===== config.mk =====
export PLATFORM = sky130hd
export DESIGN_NAME = dmem_arbiter
export DESIGN_NICKNAME = d
export VERILOG_FILES = /design/src/rtl/dmem_arbiter.sv
export SDC_FILE = /design/constraint.sdc
export NUM_CORES = 1
export LEC_CHECK = 0
export ABC_AREA = 1
export CORE_MARGIN = 5
export CORE_UTILIZATION = 38
export DETAILED_ROUTE_END_ITERATION = 7
export PLACE_DENSITY = 0.74
export SLEW_MARGIN = 20
export SYNTH_ARGS = -nofsm -noshare
export SYNTH_HDL_FRONTEND = slang
export SYNTH_SLANG_ARGS = --single-unit

===== constraint.sdc =====
create_clock -name clk -period 3.53 [get_ports clk]
set_input_delay 0.8825 -clock clk [delete_from_list [all_inputs] [get_ports clk]]
set_output_delay 0.8825 -clock clk [all_outputs]
set_load 0.05 [all_outputs]

===== src/rtl/dmem_arbiter.sv =====
// Two-requester round-robin arbiter in front of a single-port DataMemory.
// Optional lock feature: define DMEM_ARB_LOCK_EN to add lock0/lock1 inputs.
module dmem_arbiter #(
  parameter int AW = 32,
  parameter int DW = 32
) (
  input  logic          clk,
  input  logic          rst,
`ifdef DMEM_ARB_LOCK_EN
  input  logic          lock0,
  input  logic          lock1,
`endif
  // Handshake: reqN is a valid command that must stay stable until gntN is
  // high in the same cycle; gntN is combinational, the command transfers at
  // that rising edge, and the requester may change its command afterwards.
  input  logic          req0,
  input  logic          we0,
  input  logic [AW-1:0] addr0,
  input  logic [DW-1:0] wdata0,
  input  logic          req1,
  input  logic          we1,
  input  logic [AW-1:0] addr1,
  input  logic [DW-1:0] wdata1,
  output logic          gnt0,
  output logic          gnt1,
  output logic          rvalid0,
  output logic          rvalid1,
  output logic [DW-1:0] rdata,
  output logic          memRead,
  output logic          memWrite,
  output logic [AW-1:0] address,
  output logic [DW-1:0] writeData,
  input  logic [DW-1:0] readData,
  output logic [0:0]    dbg_state,
  output logic          dbg_rr
);

  localparam logic [0:0] IDLE   = 1'b0;
  localparam logic [0:0] ACCESS = 1'b1;

  logic [0:0]    state;
  logic          rr;
  logic          cmd_we;
  logic [AW-1:0] cmd_addr;
  logic [DW-1:0] cmd_wdata;
  logic          cmd_id;

  logic          g0;
  logic          g1;
  logic          any_gnt;
  logic          locked;
  logic          lock_owner;
  logic          access;

`ifdef DMEM_ARB_LOCK_EN
  logic last_vld;
  logic last_id;

  // Lock follows whoever was granted last, even across idle cycles.
  assign locked     = last_vld && (last_id ? lock1 : lock0);
  assign lock_owner = last_id;

  always_ff @(posedge clk or posedge rst) begin
    if (rst) begin
      last_vld <= 1'b0;
      last_id  <= 1'b0;
    end else if (any_gnt) begin
      last_vld <= 1'b1;
      last_id  <= g1;
    end
  end
`else
  assign locked     = 1'b0;
  assign lock_owner = 1'b0;
`endif

  always_comb begin
    g0 = 1'b0;
    g1 = 1'b0;
    if (rst) begin
      g0 = 1'b0;
      g1 = 1'b0;
    end else if (locked) begin
      g0 = !lock_owner && req0;
      g1 = lock_owner && req1;
    end else if (req0 && req1) begin
      g0 = !rr;
      g1 = rr;
    end else begin
      g0 = req0;
      g1 = req1;
    end
  end

  assign any_gnt = g0 || g1;
  assign gnt0    = g0;
  assign gnt1    = g1;

  always_ff @(posedge clk or posedge rst) begin
    if (rst) begin
      state     <= IDLE;
      rr        <= 1'b0;
      cmd_we    <= 1'b0;
      cmd_addr  <= '0;
      cmd_wdata <= '0;
      cmd_id    <= 1'b0;
    end else if (any_gnt) begin
      state     <= ACCESS;
      cmd_we    <= g1 ? we1 : we0;
      cmd_addr  <= g1 ? addr1 : addr0;
      cmd_wdata <= g1 ? wdata1 : wdata0;
      cmd_id    <= g1;
      // Favour the requester that just lost; frozen while a lock is held.
      if (!locked) rr <= g0;
    end else begin
      state <= IDLE;
    end
  end

  // Load data is captured at the closing edge of its ACCESS cycle.
  always_ff @(posedge clk or posedge rst) begin
    if (rst) begin
      rdata   <= '0;
      rvalid0 <= 1'b0;
      rvalid1 <= 1'b0;
    end else begin
      rvalid0 <= (state == ACCESS) && !cmd_we && !cmd_id;
      rvalid1 <= (state == ACCESS) && !cmd_we && cmd_id;
      if ((state == ACCESS) && !cmd_we) rdata <= readData;
    end
  end

  assign access    = (state == ACCESS) && !rst;
  assign memRead   = access && !cmd_we;
  assign memWrite  = access && cmd_we;
  assign address   = access ? cmd_addr : '0;
  assign writeData = access ? cmd_wdata : '0;

  assign dbg_state = state;
  assign dbg_rr    = rr;

endmodule


==> flow_summary.toml <==
[place]
postPlaceCellArea_sq_um = 9143
dp_slack_ps = 302.4
place_congestion = 0.7938
portBuffers = 269
hpwl_microns = 13880

[finish]
fin_util_pct = 64.44
reg.largest.list = "cmd_addr: 32 flops, cmd_wdata: 32 flops, rdata: 32 flops"
final_cell_area_sq_um = 9437
fin_nets = 1262
layout-drive-gt1-share_pct = 9.364
syn_to_final_growth_pct = 65.07

[die]
io_pins = 270
std_cell_rows = 44
dieHeight_microns = 132.7
initial_core_util_pct = 39.04
coreArea_sq_um = 14640
die_area_sq_um = 17600
die_x_microns = 132.7

[drt]
wl_per_cell_microns = 14.87
drt-pass1-iter-count = 4
viasPerCell = 4.584
wl_microns = 19100
first_iter_violations = 362
ant_nets = 0
drc = 0
vias = 5891

[worst_setup_path]
cpLargestDelayFamily = "buffers and inverters"
path_buf_inv = 4
crit_arrival_ps = 2350
cpPeakStageDelay_ps = 630
path_cells = "clkdlybuf4s50_1 > inv_6 > nand2_2 > buf_4 > nor2_1 > buf_12"
worstSetupPathType = "in -> out"
required_ps = 2650
cp_max_fo = 36
cp-end-kind = "output pin"
cp_slowest_cell = "clkdlybuf4s50_1"
crit_cells = 6
critPathLaunchType = "primary input"
rr_worst_depth = 6

[pwr]
p_leak_nw = 5.051
powerDensity_nw_per_um2 = 420.0
peakVddDrop_v = 0.0002739

[sta]
fin_crit_sh_pct = 91.55
worst_slack_ps = 298.3
setup_tns_ps = 0
slew_violations = 0
tightest_slew_ps = 808.3
relSlewSlack_pct = 46.12
max_freq_ghz = 0.3094
finalHoldViolations = 0
fin_skew_ps = 5.683
setup_viol_count_final = 0
final.min_clock_period_ps = 3232
grt_setup_unrepaired = "false"
fin_hold_ws_ps = 425.8

[synth]
synthDistinctLibCells = 17
synth_seq_cells = 102
ys_seq_area_share_pct = 44.65
syn_avg_cell_area_sq_um = 6.694
syn_area_sq_um = 5717
syn-instance-count = 854
synth_fp_nets = 1020
yosysWarnings = 0

[cts]
cts-root-buf = "clkbuf_16"
cts_sinks = 102
cts_max_level = 3
cts_resized = 0
cts_setup_buffers = 0
tritoncts = "built"
clock_path_buffers = 2
clk_pin_slew_ps = 70
numCtsBuffers = 9
worstSkewPairLatency_ps = 350
hold_buffers = 0

[global_route]
grt_pass1_wl_microns = 30660
grt_pass1_vias = 5930
antenna_found_initial = 1
grt_overflow = 0
grt_max_degree = 67
grtUsageTotal_pct = 21.46

[status]
status = "complete, no violations"

[run]
maxCapViolCount = 0

[min_path]
worst_hold_path.num_cells = 1
hold_class = "reg -> reg"
==> per-layer routing <==
metal / track usage (%) / vias up / part of all wire (%) / routed length (microns)
met3: 6.112 / 31 / 7.2 / 1382
met5: 0 / - / 0 / 0
met2: 37.07 / 203 / 50 / 9460
met4: 7.217 / 0 / 2.5 / 486
met1: 25.73 / 2685 / 41 / 7774
li1: - / 2972 / - / -
==> cell type report <==
cell class	count	area, sq um
diodes	1	2.502
clock buffers	12	246.5
clock inverters	3	45.04
fillers	1275	5207
inverters	201	759.5
multi-input cells	499	2110
flip-flops and latches	102	2552
well taps	184	230.2
repair buffers	283	3491
==> synth_stat cells <==
cell	count	share of area, %
a21oi_1	1	0.087
buf_2	22	1.9
buf_4	12	1.6
buf_6	6	1.2
clkbuf_1	12	0.79
clkinv_1	1	0.066
dfrtp_1	102	45
inv_1	197	13
inv_2	3	0.20
nand2_1	263	17
nand2_2	1	0.11
nand3_1	162	14
nor2_1	68	4.5
nor2_4	1	0.20
o21ai_0	1	0.087
o21ai_2	1	0.15
o21bai_1	1	0.13
==> worst reg2reg max path, cell delays in order, from the launching register on <==
cell and delay (ps):
dfrtp_1 370, inv_1 70, nand2_2 70, buf_4 600
nand3_1 220, nand3_1 140, nand2_1 60
==> power breakdown <==
group	internal (mW)	switching [mW]	total (mW)
registers	1.36	0.106	1.46
logic	0.596	0.901	1.50
clock network	0.566	0.435	1.00
==> cell families after synthesis <==
family | after synthesis | synth area share, %
flops | 102 | 44.65
compound gates | 4 | 0.4595
buf+inv | 253 | 18.67
simple gates | 495 | 36.22
==> final timing paths <==
kind / start / to / slack (ps)
max: rst / address[17] / 300
max in group asynchronous: rst / cmd_addr[7] / 1100
max reg2reg: dbg_rr / cmd_addr[15] / 1890
min reg2reg: cmd_id / rvalid0 / 430
min: cmd_id / rvalid0 / 430
min in group asynchronous: rst / cmd_id / 1210
==> through the flow <==
| stage | instances | power [mW] |
|---|---|---|
| after global placement | 1269 | 2.968 |
| final | 1285 | 3.963 |
| after CTS | 1284 | 4.007 |
| after detailed placement | 1269 | 2.994 |
| after floorplan | 854 | 2.331 |
| after global routing | 1285 | 4.168 |
==> cells in the final DEF (no fill, tap or decap), drive strengths merged <==
cell type      netlist  routed
o21ai                2       2
diode                0       1
nand2              264     264
o21bai               1       1
inv                200     200
dfrtp              102     102
a21oi                1       1
clkinv               1       1
nand3              162     162
clkbuf              12      12
buf                 40      82
bufinv               0       1
clkinvlp             0       2
clkdlybuf4s50        0     201
nor2                69      69
Note: power is estimated with default switching activity, not from simulation.
